**config.mk**
```make
export PLATFORM = sky130hd
export DESIGN_NAME = lut_arbiter
export DESIGN_NICKNAME = d
export VERILOG_FILES = /design/src/rtl/lut_arbiter_pkg.sv /design/src/rtl/lut_arbiter_rr_arbiter.sv /design/src/rtl/lut_arbiter.sv
export SDC_FILE = /design/constraint.sdc
export NUM_CORES = 1
export LEC_CHECK = 0
export CAP_MARGIN = 20
export CORE_ASPECT_RATIO = 0.5
export CORE_MARGIN = 8
export CORE_UTILIZATION = 38
export DETAILED_ROUTE_END_ITERATION = 10
export GPL_ROUTABILITY_DRIVEN = 0
export PLACE_DENSITY = 0.83
export SLEW_MARGIN = 40
export SYNTH_ARGS = -nofsm -noshare
export SYNTH_HDL_FRONTEND = slang
export SYNTH_HIERARCHICAL = 1
export SYNTH_SLANG_ARGS = --single-unit
```
**constraint.sdc**
```tcl
create_clock -name clk -period 5.3 [get_ports clk]
set_clock_uncertainty 0.1 [all_clocks]
set_input_delay 1.325 -clock clk [delete_from_list [all_inputs] [get_ports clk]]
set_output_delay 1.325 -clock clk [all_outputs]
set_load 0.05 [all_outputs]
```
**src/rtl/lut_arbiter_pkg.sv**
```systemverilog
// Shared types and constants for the lookup-RAM arbiter.
// RAM geometry comes from the matrix-vector header; these defaults apply only when it is absent.
`ifndef RAM_WIDTH
`define RAM_WIDTH 16
`endif
`ifndef RAM_ADDR_BITS
`define RAM_ADDR_BITS 4
`endif

package lut_arbiter_pkg;

    localparam int RAM_W  = `RAM_WIDTH;
    localparam int RAM_AW = `RAM_ADDR_BITS;

    localparam logic ST_ARB_ENC   = 1'b0;
    localparam logic ST_CLEAR_ENC = 1'b1;

    typedef enum logic {
        ST_ARB   = ST_ARB_ENC,
        ST_CLEAR = ST_CLEAR_ENC
    } state_t;

    function automatic int next_rr(input int idx, input int n);
        return (idx + 1 == n) ? 0 : idx + 1;
    endfunction

endpackage

```
**src/rtl/lut_arbiter_rr_arbiter.sv**
```systemverilog
// Round-robin one-hot grant: the first active request at or after ptr wins.
module rr_arbiter #(
    parameter int NUM_REQ = 4,
    parameter int PTR_W   = $clog2(NUM_REQ)
) (
    input  logic [NUM_REQ-1:0] req,
    input  logic [PTR_W-1:0]   ptr,
    output logic [NUM_REQ-1:0] grant
);

    logic             found;
    logic [PTR_W-1:0] idx;

    always_comb begin
        grant = '0;
        found = 1'b0;
        idx   = '0;
        for (int k = 0; k < NUM_REQ; k++) begin
            idx = PTR_W'((int'(ptr) + k) % NUM_REQ);
            if (!found && req[idx]) begin
                grant[idx] = 1'b1;
                found      = 1'b1;
            end
        end
    end

endmodule

```
**src/rtl/lut_arbiter.sv**
```systemverilog
// Shares one registered single-port lookup RAM between NUM_REQ requesters and
// provides a full-RAM zero-fill sequence.
//
//   state    | meaning
//   ST_ARB   | round-robin arbitration, one transfer per cycle
//   ST_CLEAR | writing zero to every address, requests stalled
module lut_arbiter
    import lut_arbiter_pkg::*;
#(
    parameter int NUM_REQ = 4
) (
    input  logic                                clk,
    input  logic                                rst,
    input  logic [NUM_REQ-1:0]                  req_valid,
    input  logic [NUM_REQ-1:0]                  req_write,
    input  logic [NUM_REQ*`RAM_ADDR_BITS-1:0]   req_addr,
    input  logic [NUM_REQ*`RAM_WIDTH-1:0]       req_wdata,
    output logic [NUM_REQ-1:0]                  req_ready,
    output logic [NUM_REQ-1:0]                  resp_valid,
    output logic [`RAM_WIDTH-1:0]               resp_data,
    input  logic                                clear_start,
    output logic                                busy,
    output logic                                ram_we,
    output logic [`RAM_ADDR_BITS-1:0]           ram_addr,
    output logic [`RAM_WIDTH-1:0]               ram_wdata,
    input  logic [`RAM_WIDTH-1:0]               ram_rdata
);

    localparam int PW = $clog2(NUM_REQ);

    state_t              state;
    logic [PW-1:0]       rr_ptr;
    logic [RAM_AW-1:0]   clr_cnt;
    logic [NUM_REQ-1:0]  rd_pend;

    logic [NUM_REQ-1:0]  arb_req;
    logic [NUM_REQ-1:0]  grant;
    logic [PW-1:0]       gnt_idx;
    logic                any_gnt;
    logic [RAM_AW-1:0]   sel_addr;
    logic [RAM_W-1:0]    sel_wdata;
    logic                sel_write;
    logic [PW-1:0]       ptr_nxt;

    // clear_start wins over any pending request in the same cycle
    assign arb_req = (state == ST_ARB && !rst && !clear_start) ? req_valid : '0;

    rr_arbiter #(
        .NUM_REQ (NUM_REQ),
        .PTR_W   (PW)
    ) u_rr_arbiter (
        .req   (arb_req),
        .ptr   (rr_ptr),
        .grant (grant)
    );

    assign req_ready = grant;
    assign busy      = (state == ST_CLEAR) && !rst;
    assign resp_data = ram_rdata;

    always_comb begin
        gnt_idx = '0;
        any_gnt = 1'b0;
        for (int k = 0; k < NUM_REQ; k++) begin
            if (grant[k]) begin
                gnt_idx = PW'(k);
                any_gnt = 1'b1;
            end
        end
    end

    assign sel_addr  = req_addr[int'(gnt_idx)*RAM_AW +: RAM_AW];
    assign sel_wdata = req_wdata[int'(gnt_idx)*RAM_W +: RAM_W];
    assign sel_write = req_write[gnt_idx];
    assign ptr_nxt   = PW'(next_rr(int'(gnt_idx), NUM_REQ));

    always_ff @(posedge clk) begin
        if (rst) begin
            state      <= ST_ARB;
            rr_ptr     <= '0;
            clr_cnt    <= '0;
            ram_we     <= 1'b0;
            ram_addr   <= '0;
            ram_wdata  <= '0;
            rd_pend    <= '0;
            resp_valid <= '0;
        end else begin
            // read response pipeline: RAM address in N+1, data out in N+2
            rd_pend    <= grant & ~req_write;
            resp_valid <= rd_pend;

            case (state)
                ST_ARB: begin
                    if (clear_start) begin
                        state     <= ST_CLEAR;
                        clr_cnt   <= '0;
                        ram_we    <= 1'b1;
                        ram_addr  <= '0;
                        ram_wdata <= '0;
                    end else if (any_gnt) begin
                        ram_we    <= sel_write;
                        ram_addr  <= sel_addr;
                        ram_wdata <= sel_wdata;
                        rr_ptr    <= ptr_nxt;
                    end else begin
                        ram_we <= 1'b0;
                    end
                end
                ST_CLEAR: begin
                    ram_wdata <= '0;
                    if (&clr_cnt) begin
                        state   <= ST_ARB;
                        clr_cnt <= '0;
                        ram_we  <= 1'b0;
                    end else begin
                        clr_cnt  <= clr_cnt + 1'b1;
                        ram_addr <= clr_cnt + 1'b1;
                        ram_we   <= 1'b1;
                    end
                end
                default: state <= ST_ARB;
            endcase
        end
    end

endmodule

```
==> flow_summary_export.csv <==
group,metric,value,unit
run_status,status,"completed",
min_path,min_path_type,"register to register",
floorplanning,die_area,9528,um^2
floorplanning,die_y,73.14,um
timing,finalSetupViolations,0,
clocking,cts_tree,"yes",
clocking,clk_pin_slew,0.05,ns
clocking,hold_buffers,0,
layout,fin_util,0.6204,
logic_synthesis,synth_fa_ha_area_frac,0.03530,
clocking,clk_latency,0.28,ns
logic_synthesis,netlist_top_cells_area,"dfxtp_1, mux2i_1, o21ai_0",
clocking,cts_root_buf,"clkbuf_16",
clocking,clock_path_buffers,2,
timing,relSlewSlack,0.6413,
power,leakage,1.372,nW
clocking,numClockSinks,36,
power,power.density,305.5,nW/um^2
critical_path,r2r-start,"state",
floorplanning,start_util,0.4014,
clocking,cts_resized,0,
clocking,post_cts_buffers,0,
timing,final.setup.tns,0,ns
layout,syn2layout_area_growth,54.56,%
route,vias_per_cell,5.008,
layout,final_cell_area,3835,um^2
critical_path,crit_fanout,10,
critical_path,arrival,3.66,ns
logic_synthesis,synth_xor_xnor_area_share,0.003530,
logic_synthesis,syn-num-nets,408,
logic_synthesis,ys_types,40,
route,firstDrtPassIters,4,
timing,tightestPinTransition,0.5363,ns
logic_synthesis,synth-simple-area-share,0.1341,
run,max-cap-violations,0,
critical_path,path_class,"primary input to primary output",
timing,rsz0062_at_grt,"no",
grt,overflow,0,
floorplanning,rows,20,
route,via_count,2414,
timing,post-route-min-period,5.080,ns
critical_path,cp_data_required_time,3.88,ns
logic_synthesis,synthTopCellsByCount,"mux2i_1, dfxtp_1, o21ai_0, nand2_1, a21oi_1",
placement,placed_area,3652,um^2
timing,hold_violations,0,
grt,grt_max_degree,44,
layout,drive_gt1_frac,0.09391,
route,ant_nets,0,
logic_synthesis,synth_edf_count,0,
route,drt_wl_total,7.753,mm
route,drtIter0Drc,118,
layout,n_antenna_cell,0,
logic_synthesis,yosys.cell_count.top_type,"mux2i_1",
critical_path,cp-startpoint,"clear_start",
timing,slew_violations,0,
timing,fin_crit_sh,0.9586,
logic_synthesis,avgSynthCellArea,8.439,um^2
placement,dp_hpwl,5.925,mm
logic_synthesis,yosys_warnings,6,
clocking,h-tree-depth,2,
logic_synthesis,synth_ff_type,"dfxtp_1",
logic_synthesis,synthArstFlopShare,0,
layout,final_nets,507,
timing,timing.hold.ws,0.3312,ns
logic_synthesis,synth_top_area_share,0.2905,
grt,grt_pass1_wl,11.87,mm
floorplanning,boundaryPins,153,
logic_synthesis,synth_top_family_by_area,"compound AO/OA/AOI/OAI gates",
timing,fmax,196.8,MHz
floorplanning,core-area,6181,um^2
critical_path,crit_path_end,"req_ready[3]",
logic_synthesis,yosys.area.top_type,"dfxtp_1",
logic_synthesis,syn_inst,294,
floorplanning,dieWidth,130.3,um
route,drc,0,
power,vdd.ir_drop.worst,0.1537,mV
critical_path,ff2ff_path_depth,12,
critical_path,critical_path.startpoint_type,"primary input",
logic_synthesis,yosysSeqAreaShare,0.2905,
grt,track_usage,0.1566,
logic_synthesis,synthMuxAreaShare,0.1931,
critical_path,r2r_setup_slack,1.46,ns
grt,antenna_found_initial,0,
logic_synthesis,synth_seq_cells,36,
logic_synthesis,synth_compound_area_frac,0.2300,
logic_synthesis,syn-cell-area,2481,um^2
critical_path,r2r_end,"ram_wdata[11]",
grt,grt_pass1_vias,2331,
clocking,cts_buffers,5,
placement,numPortBuffers,120,
route,wl_per_cell,16.09,um
critical_path,cp-end-kind,"primary output",
final cells by class:
class,instances,area (um^2)
inverter,9,33.78
sequential,36,720.7
multi-input combinational,212,1479
fill,556,2346
timing repair buffer,129,1309
clock buffer,7,152.6
tap,88,110.1
clock inverter,1,30.03
sequential cells by signal (all words and copies together), names as in the netlist:
| register | count |
|---|---|
| rd_pend | 4 |
| ram_we | 1 |
| clr_cnt | 4 |
| ram_addr | 4 |
| state | 1 |
| rr_ptr | 2 |
| ram_wdata | 16 |
| resp_valid | 4 |
how the worst min path moves through the flow:
stage | startpoint | end | cells past startpoint
2_1_floorplan | rd_pend[0] | resp_valid[0] | 1
3_3_place_gp | rd_pend[3] | resp_valid[3] | 1
3_5_place_dp | rd_pend[2] | resp_valid[2] | 1
4_1_cts | rd_pend[2] | resp_valid[2] | 1
5_1_grt | rd_pend[1] | resp_valid[1] | 1
6_report | rd_pend[2] | resp_valid[2] | 1
kinds of logic (layout without fill, tap and decap cells):
group                      after synthesis  count (layout)
xor gates and xnor gates                 1               1
buffers and inverters                   46             146
and+or+nand+nor                         66              66
AOI/OAI and AO/OA                       96              96
DFF                                     36              36
adders and majority gates                7               7
muxes                                   42              42
metrics by stage:
| step | total power [W] | worst slack (ns) | std cells |
|---|---|---|---|
| after floorplan | 0.0006869 | 0.04557 | 294 |
| after global placement | 0.0008143 | 0.2798 | 474 |
| after detailed placement | 0.0008192 | 0.2461 | 474 |
| after CTS | 0.001179 | 0.2300 | 482 |
| after global routing | 0.001231 | 0.06973 | 482 |
| final | 0.001172 | 0.2196 | 482 |
worst max-delay path, stage by stage:
cell and delay (ns):
clkdlybuf4s50_1 0.48, or2_2 0.12, nor2_1 0.09, and2_1 0.20
mux4_2 0.60, nor4b_4 0.38, nand2_1 0.09, o211ai_1 0.17
buf_12 0.19
cell usage in the layout, fill, tap and decap left out, types with 2 or more instances in the layout:
| cell type | instances |
|---|---|
| o21ai_0 | 35 |
| a21oi_1 | 29 |
| nand3_1 | 3 |
| o211ai_1 | 5 |
| ha_1 | 7 |
| buf_4 | 9 |
| a22oi_1 | 2 |
| nand2_1 | 31 |
| clkbuf_8 | 2 |
| a21o_2 | 4 |
| buf_12 | 4 |
| nor2_1 | 10 |
| a21oi_2 | 2 |
| and2_1 | 5 |
| a211oi_2 | 3 |
| o21ai_1 | 9 |
| dfxtp_1 | 36 |
| nor2b_1 | 7 |
| mux4_2 | 2 |
| clkdlybuf4s50_1 | 116 |
| mux2i_1 | 37 |
| inv_1 | 9 |
| clkbuf_16 | 5 |
| nor3b_1 | 3 |
| a211oi_1 | 2 |
| mux4_1 | 2 |
layer usage:
layer,vias to the layer above,track usage,part of all wire
met2,65,0.2908,0.53
met4,0,0.02551,0.0057
li1,1227,-,-
met1,1118,0.1759,0.41
met5,-,0,0
met3,4,0.04592,0.056
power breakdown:
part	internal [W]	total, W	switching, W
Clock	0.000247	0.000357	0.000110
Combinational	0.000222	0.000501	0.000279
Sequential	0.000295	0.000313	0.0000180
Note: power is estimated with default switching activity, not from simulation.
